### config.mk
export PLATFORM = sky130hd
export DESIGN_NAME = pe_operand_feeder
export DESIGN_NICKNAME = d
export VERILOG_FILES = /design/src/rtl/pe_pkg.sv /design/src/rtl/pe_fifo.sv /design/src/rtl/pe_operand_feeder.sv
export SDC_FILE = /design/constraint.sdc
export NUM_CORES = 1
export LEC_CHECK = 0
export CAP_MARGIN = 20
export CORE_MARGIN = 4
export CORE_UTILIZATION = 40
export CTS_CLUSTER_SIZE = 28
export DETAILED_ROUTE_END_ITERATION = 8
export GPL_TIMING_DRIVEN = 1
export PLACE_DENSITY = 0.72
export SLEW_MARGIN = 10
export SYNTH_ARGS = -nofsm -noshare
export SYNTH_HDL_FRONTEND = slang
export SYNTH_HIERARCHICAL = 1
export SYNTH_SLANG_ARGS = --single-unit
### constraint.sdc
create_clock -name clk -period 5 [get_ports clk]
set_clock_uncertainty 0.1 [all_clocks]
set_input_delay 1.5 -clock clk [delete_from_list [all_inputs] [get_ports clk]]
set_output_delay 1.5 -clock clk [all_outputs]
set_load 0.005 [all_outputs]
### src/rtl/pe_pkg.sv
// Shared types and widths for the PE operand feeder and its FIFO.
package pe_pkg;

   localparam int DATA_W = 8;
   localparam int ACC_W  = 16;

   typedef enum logic [1:0] {
      ST_IDLE = 2'd0,
      ST_RUN  = 2'd1,
      ST_DONE = 2'd2
   } feeder_state_e;

endpackage

### src/rtl/pe_fifo.sv
// Operand-pair FIFO. Read data is presented from the head entry, so a pair
// written this cycle only becomes poppable once level reflects it (no bypass).
module pe_fifo
   import pe_pkg::*;
#(
   parameter int DEPTH = 4,
   parameter int WIDTH = 2 * DATA_W,
   localparam int PTR_W = (DEPTH > 1) ? $clog2(DEPTH) : 1,
   localparam int LVL_W = $clog2(DEPTH + 1)
) (
   input  logic             clk,
   input  logic             rst,
   input  logic             push,
   input  logic [WIDTH-1:0] wdata,
   input  logic             pop,
   output logic [WIDTH-1:0] rdata,
   output logic [LVL_W-1:0] level,
   output logic             full,
   output logic             empty
);

   logic [WIDTH-1:0] mem_q [DEPTH];
   logic [WIDTH-1:0] mem_d [DEPTH];
   logic [PTR_W-1:0] wr_ptr_q, wr_ptr_d;
   logic [PTR_W-1:0] rd_ptr_q, rd_ptr_d;
   logic [LVL_W-1:0] level_q, level_d;
   logic             do_push;
   logic             do_pop;

   assign full    = (level_q == LVL_W'(DEPTH));
   assign empty   = (level_q == '0);
   assign do_push = push && !full;
   assign do_pop  = pop && !empty;
   assign rdata   = mem_q[rd_ptr_q];
   assign level   = level_q;

   // Next pointers, storage and occupancy; pointers wrap naturally (DEPTH is a power of two).
   always_comb begin
      mem_d    = mem_q;
      wr_ptr_d = wr_ptr_q;
      rd_ptr_d = rd_ptr_q;
      level_d  = level_q;
      if (do_push) begin
         mem_d[wr_ptr_q] = wdata;
         wr_ptr_d        = wr_ptr_q + PTR_W'(1);
      end
      if (do_pop) begin
         rd_ptr_d = rd_ptr_q + PTR_W'(1);
      end
      case ({do_push, do_pop})
         2'b10:   level_d = level_q + LVL_W'(1);
         2'b01:   level_d = level_q - LVL_W'(1);
         default: level_d = level_q;
      endcase
   end

   // FIFO state registers.
   always_ff @(posedge clk or negedge rst) begin
      if (!rst) begin
         for (int i = 0; i < DEPTH; i++) begin
            mem_q[i] <= '0;
         end
         wr_ptr_q <= '0;
         rd_ptr_q <= '0;
         level_q  <= '0;
      end else begin
         mem_q    <= mem_d;
         wr_ptr_q <= wr_ptr_d;
         rd_ptr_q <= rd_ptr_d;
         level_q  <= level_d;
      end
   end

endmodule

### src/rtl/pe_operand_feeder.sv
// Feeds buffered operand pairs to a MAC PE in runs of a programmed length.
//
// state   | meaning
// --------+-----------------------------------------------------------
// ST_IDLE | waiting for start; FIFO keeps accepting pairs
// ST_RUN  | popping one pair per cycle while data and count remain
// ST_DONE | single-cycle completion (done=1), then back to IDLE
module pe_operand_feeder
   import pe_pkg::*;
#(
   parameter int DEPTH = 4,
   parameter int LEN_W = 8,
   localparam int LVL_W = $clog2(DEPTH + 1)
) (
   input  logic              clk,
   input  logic              rst,
   input  logic              in_valid,
   output logic              in_ready,
   input  logic [DATA_W-1:0] in_a,
   input  logic [DATA_W-1:0] in_b,
   input  logic              start,
   input  logic [LEN_W-1:0]  len,
   output logic              pe_valid,
   output logic [DATA_W-1:0] pe_a,
   output logic [DATA_W-1:0] pe_b,
   output logic              busy,
   output logic              done,
   output logic [LVL_W-1:0]  level
);

   feeder_state_e           state_q, state_d;
   logic [LEN_W-1:0]        remaining_q, remaining_d;
   logic                    pe_valid_q, pe_valid_d;
   logic [DATA_W-1:0]       pe_a_q, pe_a_d;
   logic [DATA_W-1:0]       pe_b_q, pe_b_d;
   logic                    busy_q, busy_d;
   logic                    done_q, done_d;

   logic                    fifo_full;
   logic                    fifo_empty;
   logic [2*DATA_W-1:0]     fifo_rdata;
   logic                    push;
   logic                    pop;

   assign in_ready = !fifo_full;
   assign push     = in_valid && in_ready;
   assign pop      = (state_q == ST_RUN) && !fifo_empty && (remaining_q != '0);

   pe_fifo #(
      .DEPTH (DEPTH),
      .WIDTH (2 * DATA_W)
   ) u_fifo (
      .clk   (clk),
      .rst   (rst),
      .push  (push),
      .wdata ({in_a, in_b}),
      .pop   (pop),
      .rdata (fifo_rdata),
      .level (level),
      .full  (fifo_full),
      .empty (fifo_empty)
   );

   // Next-state, run counter and issue-register logic.
   always_comb begin
      state_d     = state_q;
      remaining_d = remaining_q;
      pe_valid_d  = 1'b0;
      pe_a_d      = pe_a_q;
      pe_b_d      = pe_b_q;
      case (state_q)
         ST_IDLE: begin
            if (start) begin
               remaining_d = len;
               state_d     = (len == '0) ? ST_DONE : ST_RUN;
            end
         end
         ST_RUN: begin
            if (pop) begin
               remaining_d = remaining_q - LEN_W'(1);
               pe_valid_d  = 1'b1;
               pe_a_d      = fifo_rdata[2*DATA_W-1:DATA_W];
               pe_b_d      = fifo_rdata[DATA_W-1:0];
               if (remaining_q == LEN_W'(1)) begin
                  state_d = ST_DONE;
               end
            end
         end
         ST_DONE: state_d = ST_IDLE;
         default: state_d = ST_IDLE;
      endcase
      // done and busy are registered copies of the upcoming state decode.
      busy_d = (state_d == ST_RUN);
      done_d = (state_d == ST_DONE);
   end

   // FSM and output registers.
   always_ff @(posedge clk or negedge rst) begin
      if (!rst) begin
         state_q     <= ST_IDLE;
         remaining_q <= '0;
         pe_valid_q  <= 1'b0;
         pe_a_q      <= '0;
         pe_b_q      <= '0;
         busy_q      <= 1'b0;
         done_q      <= 1'b0;
      end else begin
         state_q     <= state_d;
         remaining_q <= remaining_d;
         pe_valid_q  <= pe_valid_d;
         pe_a_q      <= pe_a_d;
         pe_b_q      <= pe_b_d;
         busy_q      <= busy_d;
         done_q      <= done_d;
      end
   end

   assign pe_valid = pe_valid_q;
   assign pe_a     = pe_a_q;
   assign pe_b     = pe_b_q;
   assign busy     = busy_q;
   assign done     = done_q;

endmodule

# Word level (Yosys, flattened, before mapping)
# Index checks and enable logic that the tools add are counted.
# op_classes
addsub,5
n_mul,0
div,0
magnitude_cmp,3
n_eq_ne,9
n_shift,0
muxes,17
n_bitwise,2
reduce_logical,16
# op_table
cell,count
bitwise mux 64 bit,1
two-way mux 16 bit,3
binary-select mux 16 bit (select 2 bit),1
demux 16 bit (select 2 bit),1
two-way mux 8 bit,2
case mux 8 bit (2 select lines),1
"== test 8 x 1 -> 1 bit, second input constant",1
logical NOT 8 bit,1
two-way mux 2 bit,4
nonzero test 8 bit,1
"subtractor 8 x 1 -> 8 bit, second input constant",1
"== test 2 x 1 -> 1 bit, second input constant",3
"greater-or-equal comparator 3 bit, second input constant",2
logical AND 1 bit,6
inverter 2 -> 3 bit,2
case mux 3 bit (2 select lines),1
"adder 2 x 1 -> 2 bit, second input constant",2
"== test 2 bit, second input constant",2
case mux 2 bit (2 select lines),1
nonzero test 2 bit,2
"adder 3 x 1 -> 3 bit, second input constant",1
"== test 3 bit, second input constant",1
logical NOT 3 bit,1
"less-than comparator 3 x 1 -> 1 bit, second input constant",1
8 further kinds,10
# totals
ff_bits,100
latchBits,0
ramBits,0
romBits,0
inputBits,28
out_inout_bits,23
word_cells,66
n_memories,0

# Depth between registers and ports, before layout
# Gate-level depths: netlist of the first run.
# depth
ltp_word,7
mapped_depth,12

# Hierarchy
# Netlist of the first run, hierarchy kept.
# modules_own_cells
module,n_inst,cells_per_inst,area_per_inst_um2
pe_fifo,1,192,3185.6
pe_operand_feeder,1,119,1395.1

# Worst setup path before layout of the first run
# OpenSTA, ideal clock, no wires.
# synth_timing
kind,input-to-reg
start,input in_valid
end,register u_fifo.level_q[2] (netlist: u_fifo/level[2])
setup_time_ns,0.079
arrival_time_ns,2.781
path_slack_ns,2.040
cell_stages,8
path_cell_list,nor2b_1 nand2b_1 ha_1 inv_1 fa_1 xor2_1 nor2_1 xor2_1
# synth_via
elab_chain_cells,4
# synth_rtl
item,line,text
"start, declared",pe_operand_feeder.sv:17,"input logic in_valid,"
logical AND 1 bit (*),pe_operand_feeder.sv:46,assign push = in_valid && in_ready;
logical AND 1 bit (*),pe_fifo.sv:32,assign do_push = push && !full;
== test 2 x 1 -> 1 bit / == test 2 bit (equally long branches),pe_fifo.sv:50,"case ({do_push, do_pop})"
case mux 3 bit (2 select lines) / nonzero test 2 bit (equally long branches),-,
"end signal, assigned",pe_fifo.sv:70,level_q <= level_d;
"end, declared",pe_fifo.sv:26,"logic [LVL_W-1:0] level_q, level_d;"
# Mark *: on every way between the ends. The rest lies on a longest branch, timed or not.
# A chain may end at the register's enable or synchronous reset.

# Worst setup path after layout of the first run
# layout_timing
start,input in_valid
end,register u_fifo/mem_q[23] (netlist name)
# layout_via
elab_chain_cells,2
# layout_rtl
item,line,text
logical AND 1 bit,pe_operand_feeder.sv:46,
named net push,pe_operand_feeder.sv:42,logic push;
logical AND 1 bit,pe_fifo.sv:32,
"end signal, assigned",pe_fifo.sv:67,mem_q <= mem_d;
"end, declared",pe_fifo.sv:22,logic [WIDTH-1:0] mem_q [DEPTH];
# The timed path passes the listed nets, and every way through them passes these cells.

==> results of run 1 <==
[synth_stat cells, drive strengths merged]
library cell  instances
a211oi                2
a21oi                 6
a22oi                 2
a311oi                2
a31o                  1
a32o                  2
buf                  11
clkbuf                2
dfrtp               100
fa                    1
ha                    8
inv                   8
mux2                 81
mux2i                 2
mux4                 16
nand2                12
nand2b                4
nand3                 3
nand3b                2
nand4                 1
nand4b                1
nor2                 15
nor2b                 4
nor3                  3
nor3b                 2
nor4                  3
nor4b                 2
o21ai                 3
o22ai                 4
o31a                  1
or4                   1
xnor2                 3
xor2                  3
[registers in the layout, indices dropped and copies added, names as in the netlist]
register	flops
u_fifo/mem_q	64
pe_a	8
pe_b	8
remaining_q	8
u_fifo/level	3
state_q	2
u_fifo/rd_ptr_q	2
u_fifo/wr_ptr_q	2
busy	1
done	1
pe_valid	1
[through the flow]
stage / util, % / total power, mW
finish: 49.9 / 3.83
global route: 49.9 / 4.10
CTS: 49.9 / 3.88
detailed placement: 47.0 / 3.13
global placement: 47.0 / 3.06
floorplan: - / 2.66
[cells by family (layout without fill, tap and decap cells)]
kind of cell / Yosys count / in the layout / share of synthesized area [%]
simple gates: 53 / 53 / 6.53
compound gates: 23 / 23 / 3.77
buf+inv: 21 / 79 / 3.09
xor+xnor: 6 / 6 / 1.15
mux: 99 / 99 / 28.2
flops: 100 / 100 / 54.6
fa+ha+maj: 9 / 9 / 2.62
[how the worst max path moves through the flow]
stage | to | startpoint | slack, ns | cells past startpoint
2_1_floorplan | u_fifo/level[2] | in_valid | 2.04 | 8
3_3_place_gp | u_fifo/mem_q[18] | in_valid | 1.21 | 5
3_5_place_dp | u_fifo/mem_q[16] | in_valid | 1.21 | 5
4_1_cts | u_fifo/mem_q[28] | in_valid | 1.58 | 5
5_1_grt | u_fifo/mem_q[16] | in_valid | 1.49 | 5
6_report | u_fifo/mem_q[23] | in_valid | 1.62 | 5
[metal layers]
metal	GRT usage (%)	routed length, µm	share of wire, %	up-vias
met5	0	0	0	-
met4	3.29	116	1.3	0
met3	4.37	382	4.3	13
met2	24.1	4400	50	69
met1	18.8	3910	44	1365
li1	-	-	-	1240
[power by group through the flow]
| stage | logic, mW | registers [mW] | clock network (mW) |
|---|---|---|---|
| final | 1.60 | 1.51 | 0.728 |
| after floorplan | 1.23 | 1.43 | 0 |
| after detailed placement | 1.61 | 1.52 | 0 |
| after CTS | 1.62 | 1.51 | 0.748 |
| after global routing | 1.76 | 1.56 | 0.779 |
| after global placement | 1.57 | 1.49 | 0 |
[final cells by class]
cell class                 count  area, µm²  share of cell area [%]
multi-input combinational    190       1940                    35.2
timing repair buffer          55        536                    9.73
sequential                   100       2500                    45.5
inverter                       8       30.0                   0.546
clock buffer                   9        225                    4.09
tap                          140        175                    3.18
clock inverter                 7       96.3                    1.75
[placed cells by master (no fill, tap or decap), types with 4 or more instances in the layout]
cell type | Yosys | routed
nor2b_1 | 4 | 4
nor2_1 | 11 | 11
o22ai_1 | 4 | 4
mux2_2 | 81 | 81
mux4_2 | 16 | 16
a21oi_1 | 6 | 6
clkdlybuf4s50_1 | 0 | 49
ha_1 | 8 | 8
buf_4 | 1 | 6
inv_1 | 8 | 8
clkbuf_16 | 0 | 9
nor2_2 | 4 | 4
nand2_1 | 12 | 12
dfrtp_1 | 100 | 100
[critical path, stage by stage]
cell and delay (ns):
clkdlybuf4s50_1 0.46, nor2b_1 0.27, nand2_1 0.11, nor2_2 0.74, mux2_2 0.43
==> flow_summary_export.csv, run 1 <==
group,metric,value,unit
status,status,"finished clean",
sta,drv_slew,0,
worst_setup_path,path_class,"in -> reg",
power,pwr-share-comb,41.7,%
yosys,synth_top_area_share,54.6,%
placement,dpl_cell_area,5180,µm²
power,pwr_density_cell,696,nW/µm²
sta,tns,0,ns
worst_setup_path,reg2regPathDepth,11,
cts,cts-root-buf,"clkbuf_16",
grt,antenna_found_initial,0,
placement,io_buffers,50,
worst_setup_path,r2r-start,"remaining_q[0]",
min_path,holdPathEnd,"u_fifo/mem_q[19]",
drt,vias,2687,
drt,drc_errors,0,
grt,globalRouteOverflowTotal,0,
floorplanning,io_pins,51,
drt,drt_pre_antenna_iters,4,
worst_setup_path,cp-start-kind,"input pin",
cts,clockBufferDepth,2,
cts,path_clk_slew,0.08,ns
grt,grt_max_degree,79,
power,p_int,2.61,mW
job,maxCapViolCount,0,
cts,cts_tree,"yes",
worst_setup_path,critPathRequiredTime,5.13,ns
grt,track_usage,14.5,%
worst_setup_path,end_kind,"register",
cells_and_area,area_growth,20.1,%
yosys,syn_nets,348,
power,p_seq_share,39.3,%
cells_and_area,drive_above_1_share,34.4,%
power,power_switching,1.22,mW
placement,hpwl,5760,µm
floorplanning,initial_core_util,41.5,%
sta,hold_viol_final,0,
placement,pre_cts_slack,1.21,ns
cells_and_area,post-route-cell-area,5500,µm²
placement,place.gp.congestion,0.798,
cts,cts.repair.resized,0,
sta,worst_pin_slew,0.963,ns
min_path,worstHoldPathCells,1,
cts,clk_latency,0.35,ns
cts,cts_max_level,3,
grt,grt_pass1_wl,14900,µm
drt,first_iter_violations,134,
cts,holdBufCountCts,0,
yosys,synth-seq-cells,100,
yosys,seq_area_frac_synth,54.6,%
power,ir_drop,0.000405,V
sta,fin_crit_sh,67.6,%
placement,placed_cells_incl_taps,493,
drt,wl_per_cell,17.3,µm
sta,fmax,296,MHz
floorplanning,placementRows,38,
worst_setup_path,reg2reg_slack,2.15,ns
floorplanning,core,11000,µm²
cells_and_area,diodes,0,
yosys,synth.distinct_cells,41,
sta,whs,0.407,ns
drt,vias_per_cell,5.28,
worst_setup_path,r2r-end,"u_fifo/level[2]",
yosys,syn_inst,311,
power,p_leak,2.26,nW
power,power_frac_clock,19.0,%
cts,clock-sinks,100,
cells_and_area,fillers,950,
min_path,hold_start,"u_fifo/mem_q[19]",
sta,setup_viol,0,
yosys,synth_top_cells_by_area,"dfrtp_1, mux2_2, mux4_2, ha_1, buf_6",
sta,slew_headroom,35.8,%
grt,first_global_vias,2953,
yosys,synth_area,4580,µm²
floorplanning,dieArea,13200,µm²
yosys,synth_top_cell_by_area,"dfrtp_1",
min_path,hold_class,"reg -> reg",
drt,routed_wirelength,8810,µm
floorplanning,die_x,115,µm
drt,postRouteAntennaNets,0,
floorplanning,fp.dieH,115,µm
power,p_sw_share,31.8,%
cells_and_area,stdcell_count,509,
sta,worst_slack,1.62,ns
worst_setup_path,cp_max_fo,16,
sta,rsz0062_at_grt,"false",
sta,fin_crit,3.38,ns
yosys,syn_area_per_cell,14.7,µm²
cells_and_area,num-nets-final,401,
yosys,ys_warn_count,6,
worst_setup_path,cp.arrival,3.51,ns
cts,cts_buffers,9,
cts,post_cts_buffers,0,
Power figures use the tool's default switching activity.
==> run 2, diff against run 1 <==
==> constraint.sdc (replaced) <==
create_clock -name clk -period 3.3 [get_ports clk]
set_clock_uncertainty 0.1 [all_clocks]
set_input_delay 0.99 -clock clk [delete_from_list [all_inputs] [get_ports clk]]
set_output_delay 0.99 -clock clk [all_outputs]
set_load 0.005 [all_outputs]
==> flow_summary_export.csv, run 2 (synthesized netlist as in run 1, its figures left out) <==
group,metric,value,unit
worst_setup_path,end_kind,"primary output",
cells_and_area,top_register,"u_fifo/mem_q",
cts,clk_latency,0.34,ns
cts,holdBufCountCts,0,
power,p_seq_share,39.4,%
worst_setup_path,critPathRequiredTime,2.21,ns
cells_and_area,final_common_cell,"dfrtp_1",
placement,pre_cts_slack,0.317,ns
drt,drc_errors,0,
power,pwr-share-comb,41.0,%
worst_setup_path,path_class,"reg -> out",
drt,vias,2701,
cells_and_area,fillers,963,
placement,io_buffers,50,
worst_setup_path,cp.arrival,1.69,ns
grt,grt_pass1_wl,14900,µm
worst_setup_path,worst-path-buf-inv,2,
power,p_leak,2.29,nW
floorplanning,dieArea,13200,µm²
grt,top_usage_layer,"met2",
worst_setup_path,crit_path_cell_trace,"nor3b_4 > inv_1 > clkdlybuf4s50_1",
placement,place.gp.congestion,0.793,
sta,drv_slew,0,
drt,routed_wirelength,8740,µm
power,pwr_density_cell,1060,nW/µm²
drt,vias_per_cell,5.29,
cells_and_area,final_cell_mix,"dfrtp_1, mux2_2, clkdlybuf4s50_1, mux4_2, nand2_1",
sta,setup_viol,0,
floorplanning,core,11000,µm²
sta,fin_crit_sh,84.3,%
cts,cts-root-buf,"clkbuf_16",
placement,hpwl,5810,µm
min_path,hold_class,"reg -> reg",
cells_and_area,largest_register_ffs,64,
job,maxCapViolCount,0,
grt,first_global_vias,2989,
grt,grt.met2_usage,25.4,%
floorplanning,initial_core_util,41.5,%
power,p_int,4.04,mW
drt,wl_per_cell,17.1,µm
worst_setup_path,cp.depth,3,
sta,worst_slack,0.519,ns
grt,track_usage,14.3,%
cts,clockBufferDepth,2,
power,power_switching,1.82,mW
sta,fin_crit,2.78,ns
grt,met3_usage,3.16,%
sta,whs,0.403,ns
cts,clock-sinks,100,
worst_setup_path,cp_slowest_cell,"dfrtp_1",
grt,antenna_found_initial,0,
cts,path_clk_slew,0.07,ns
sta,worst_pin_slew,0.839,ns
cells_and_area,drive_above_1_share,34.8,%
sta,slew_headroom,44.1,%
sta,rsz0062_at_grt,"false",
floorplanning,placementRows,38,
cts,cts_tree,"yes",
grt,grt_max_degree,52,
cts,cts.repair.resized,0,
sta,hold_viol_final,0,
grt,globalRouteOverflowTotal,0,
power,power_frac_clock,19.5,%
drt,first_iter_violations,100,
worst_setup_path,reg2regPathDepth,10,
sta,tns,0,ns
status,status,"finished clean",
worst_setup_path,cp-start-kind,"register",
cells_and_area,diodes,0,
sta,fmax,360,MHz
worst_setup_path,crit_path_max_incr_delay,0.46,ns
grt,met1_usage,17.5,%
power,ir_drop,0.000534,V
min_path,worstHoldPathCells,1,
cts,cts_max_level,3,
floorplanning,die_x,115,µm
worst_setup_path,path_delay_family,"buffers and inverters",
power,p_sw_share,31.1,%
floorplanning,fp.dieH,115,µm
cells_and_area,num-nets-final,403,
cts,post_cts_buffers,0,
drt,drt_pre_antenna_iters,4,
worst_setup_path,cp_max_fo,7,
floorplanning,io_pins,51,
drt,postRouteAntennaNets,0,
cts,cts_buffers,9,
cells_and_area,area_growth,20.9,%
run 2: cell type report:
| type | instances | area (µm²) | area share, % |
|---|---|---|---|
| clock buffer | 9 | 225 | 4.07 |
| clock inverter | 7 | 106 | 1.92 |
| inverter | 8 | 30.0 | 0.542 |
| multi-input combinational | 190 | 1940 | 35.0 |
| sequential | 100 | 2500 | 45.2 |
| tap | 140 | 175 | 3.16 |
| timing repair buffer | 57 | 563 | 10.2 |
run 2: worst paths after layout:
kind / startpoint / endpoint / slack [ns]
max: u_fifo/level[0] / in_ready / 0.52
min reg2reg: u_fifo/mem_q[22] / u_fifo/mem_q[22] / 0.40
min: u_fifo/mem_q[22] / u_fifo/mem_q[22] / 0.40
min in group asynchronous: rst / u_fifo/mem_q[17] / 0.56
max reg2reg: remaining_q[0] / u_fifo/level[2] / 0.74
max in group asynchronous: rst / u_fifo/mem_q[10] / 1.86
run 2: per-stage QoR:
stage | cell area [µm²] | util, % | std cells | power [mW]
after floorplan | 4580 | - | 311 | 4.02
after global placement | 5210 | 47.2 | 495 | 4.63
after detailed placement | 5210 | 47.2 | 495 | 4.76
after CTS | 5540 | 50.2 | 511 | 5.93
after global routing | 5540 | 50.2 | 511 | 6.28
final | 5540 | 50.2 | 511 | 5.86
run 2: power groups by stage:
stage | Sequential [mW] | Clock [mW] | Combinational [mW]
after detailed placement | 2.33 | 0 | 2.43
after global routing | 2.41 | 1.22 | 2.64
final | 2.31 | 1.14 | 2.40
after global placement | 2.29 | 0 | 2.34
after CTS | 2.32 | 1.17 | 2.44
after floorplan | 2.16 | 0 | 1.86
run 2: per-layer routing:
layer | wire [µm] | vias to the layer above
li1 | - | 1243
met1 | 3780 | 1386
met2 | 4500 | 62
met3 | 352 | 10
met4 | 102 | 0
met5 | 0 | -
run 2: worst reg2reg max path: stages (launching register included):
cell and delay, ns:
dfrtp_1 0.41, inv_1 0.10, ha_1 0.26, a311oi_4 0.25
o31a_1 0.28, ha_1 0.21, inv_1 0.06, fa_1 0.37
xor2_1 0.15, nor2_1 0.13, xor2_1 0.16
==> run 3, diff against run 2 <==
--- a/config.mk
+++ b/config.mk
@@ -11,7 +11,7 @@
 export CTS_CLUSTER_SIZE = 28
 export DETAILED_ROUTE_END_ITERATION = 8
 export GPL_TIMING_DRIVEN = 1
-export PLACE_DENSITY = 0.72
+export PLACE_DENSITY = 0.74
 export SLEW_MARGIN = 10
 export SYNTH_ARGS = -nofsm -noshare
 export SYNTH_HDL_FRONTEND = slang
==> constraint.sdc (replaced) <==
create_clock -name clk -period 2.4 [get_ports clk]
set_clock_uncertainty 0.1 [all_clocks]
set_input_delay 0.72 -clock clk [delete_from_list [all_inputs] [get_ports clk]]
set_output_delay 0.72 -clock clk [all_outputs]
set_load 0.005 [all_outputs]
==> flow_summary_export.csv, run 3 (synthesized netlist as in run 1, its figures left out) <==
group,metric,value,unit
cts,cts_buffers,9,
drt,routed_wirelength,8920,µm
grt,grt_pass1_wl,15200,µm
power,power,8.17,mW
cells_and_area,largest_register_ffs,64,
cells_and_area,seq_area,2500,µm²
floorplanning,initial_core_util,41.5,%
placement,hpwl,6120,µm
sta,drv_slew,0,
sta,setup_viol,0,
sta,fin_crit,2.29,ns
sta,slew_headroom,57.6,%
cts,clock-sinks,100,
worst_setup_path,worst-path-buf-inv,2,
worst_setup_path,crit_path_max_incr_delay,0.38,ns
grt,first_global_vias,3041,
placement,io_buffers,50,
drt,wl_per_cell,16.7,µm
sta,fmax,437,MHz
drt,drt_pre_antenna_iters,4,
floorplanning,placementRows,38,
cells_and_area,multi_input_area,1950,µm²
power,pwr_density_cell,1430,nW/µm²
cts,path_clk_slew,0.07,ns
cells_and_area,diodes,0,
worst_setup_path,critPathRequiredTime,2.57,ns
cells_and_area,stdcell_count,533,
min_path,hold_class,"in -> async",
placement,place.gp.congestion,0.844,
drt,first_iter_violations,115,
cells_and_area,top_register,"u_fifo/mem_q",
floorplanning,io_pins,51,
drt,postRouteAntennaNets,0,
cts,clk_latency,0.34,ns
placement,placed_cells_incl_taps,513,
drt,drc_errors,0,
worst_setup_path,r2r-end,"u_fifo/level[2]",
worst_setup_path,crit_path_cell_trace,"inv_2 > ha_4 > a311oi_4 > o31a_1 > ha_2 > inv_2 > fa_2 > xor2_1 > nor2_1 > xor2_1",
power,ir_drop,0.000675,V
sta,hold_viol_final,0,
worst_setup_path,path_delay_family,"adder cells",
cts,cts_max_level,3,
drt,vias_per_cell,5.26,
worst_setup_path,r2r-start,"remaining_q[1]",
cts,cts-root-buf,"clkbuf_16",
grt,track_usage,14.6,%
grt,antenna_found_initial,0,
status,status,"finished clean",
power,p_leak,2.37,nW
sta,rsz0062_at_grt,"false",
grt,grt_max_degree,43,
cells_and_area,final_util,51.8,%
job,maxCapViolCount,0,
floorplanning,fp.dieH,115,µm
floorplanning,core,11000,µm²
cells_and_area,final_common_cell,"dfrtp_1",
cts,cts_tree,"yes",
worst_setup_path,cp.arrival,2.46,ns
worst_setup_path,end_kind,"register",
worst_setup_path,reg2regPathDepth,10,
floorplanning,die_x,115,µm
cells_and_area,fillers,920,
floorplanning,dieArea,13200,µm²
sta,worst_pin_slew,0.637,ns
cells_and_area,final_cell_mix,"dfrtp_1, mux2_2, clkdlybuf4s50_1, buf_4, mux4_2",
worst_setup_path,reg2reg_slack,0.11,ns
grt,globalRouteOverflowTotal,0,
worst_setup_path,path_class,"reg -> reg",
cts,clockBufferDepth,2,
sta,fin_crit_sh,95.3,%
cells_and_area,num-nets-final,425,
cells_and_area,area_growth,24.8,%
drt,vias,2806,
worst_setup_path,cp_max_fo,3,
worst_setup_path,cp_slowest_cell,"dfrtp_1",
worst_setup_path,cp-start-kind,"register",
cells_and_area,drive_above_1_share,39.7,%
-- run 3: changes by cell type in the layout (fill, tap and decap cells not counted), sizes merged --
| cell | change |
|---|---|
| buf | +22 |
| bufinv | -2 |
| clkinvlp | +2 |
| clkbuf | +1 |
| clkdlybuf4s50 | -1 |
| dlygate4sd2 | +1 |
| inv | -1 |
-- run 3: repair_timing --
item | 4_1_cts | 5_1_grt
resized for setup | 1 | 4
pin swaps | 1 | 2
hold buffers | 0 | 0
setup endpoints to repair | 1 | 1
buffers inserted | 1 | 3
-- run 3: worst max-delay path by stage --
stage              startpoint         endpoint  slack [ns]  cells after the start
2_1_floorplan      state_q[1]  u_fifo/level[2]       -0.17                     12
5_1_grt        remaining_q[1]  u_fifo/level[2]       0.005                     10
3_3_place_gp         in_valid  u_fifo/level[2]       -0.07                      9
6_report       remaining_q[1]  u_fifo/level[2]        0.11                     10
4_1_cts        remaining_q[1]  u_fifo/level[2]        0.01                     10
3_5_place_dp         in_valid  u_fifo/level[2]       -0.14                      9
-- run 3: metal layers --
| layer | up-vias | share of wire (%) | track usage (%) |
|---|---|---|---|
| li1 | 1293 | - | - |
| met2 | 64 | 49 | 23.0 |
| met1 | 1438 | 45 | 19.8 |
| met4 | 0 | 1.6 | 4.93 |
| met3 | 11 | 4.4 | 3.95 |
| met5 | - | 0 | 0 |
-- run 3: area by class of cell --
type / instances / area share [%]
tap: 140 / 3.06
multi-input combinational: 190 / 34.2
timing repair buffer: 79 / 13.6
sequential: 100 / 43.8
inverter: 8 / 0.525
clock inverter: 6 / 0.854
clock buffer: 10 / 4.01
-- run 3: stage by stage --
step | setup WS, ns | TNS (ns) | area [µm²] | hold slack [ns]
6_report | 0.112 | 0 | 5720 | 0.161
3_5_place_dp | -0.142 | -2.25 | 5400 | 0.390
4_1_cts | 0.0120 | 0 | 5680 | 0.160
2_1_floorplan | -0.166 | -0.218 | 4590 | 0.324
3_3_place_gp | -0.0698 | -0.0766 | 5400 | 0.384
5_1_grt | 0.00488 | 0 | 5720 | 0.162
-- run 3: power breakdown --
group,switching [mW],total (mW),internal [mW],leakage (nW)
Sequential,0.512,3.08,2.56,1.18
Clock,0.633,1.35,0.714,0.131
Combinational,1.41,3.75,2.34,1.05
Total,2.56,8.17,5.62,2.37
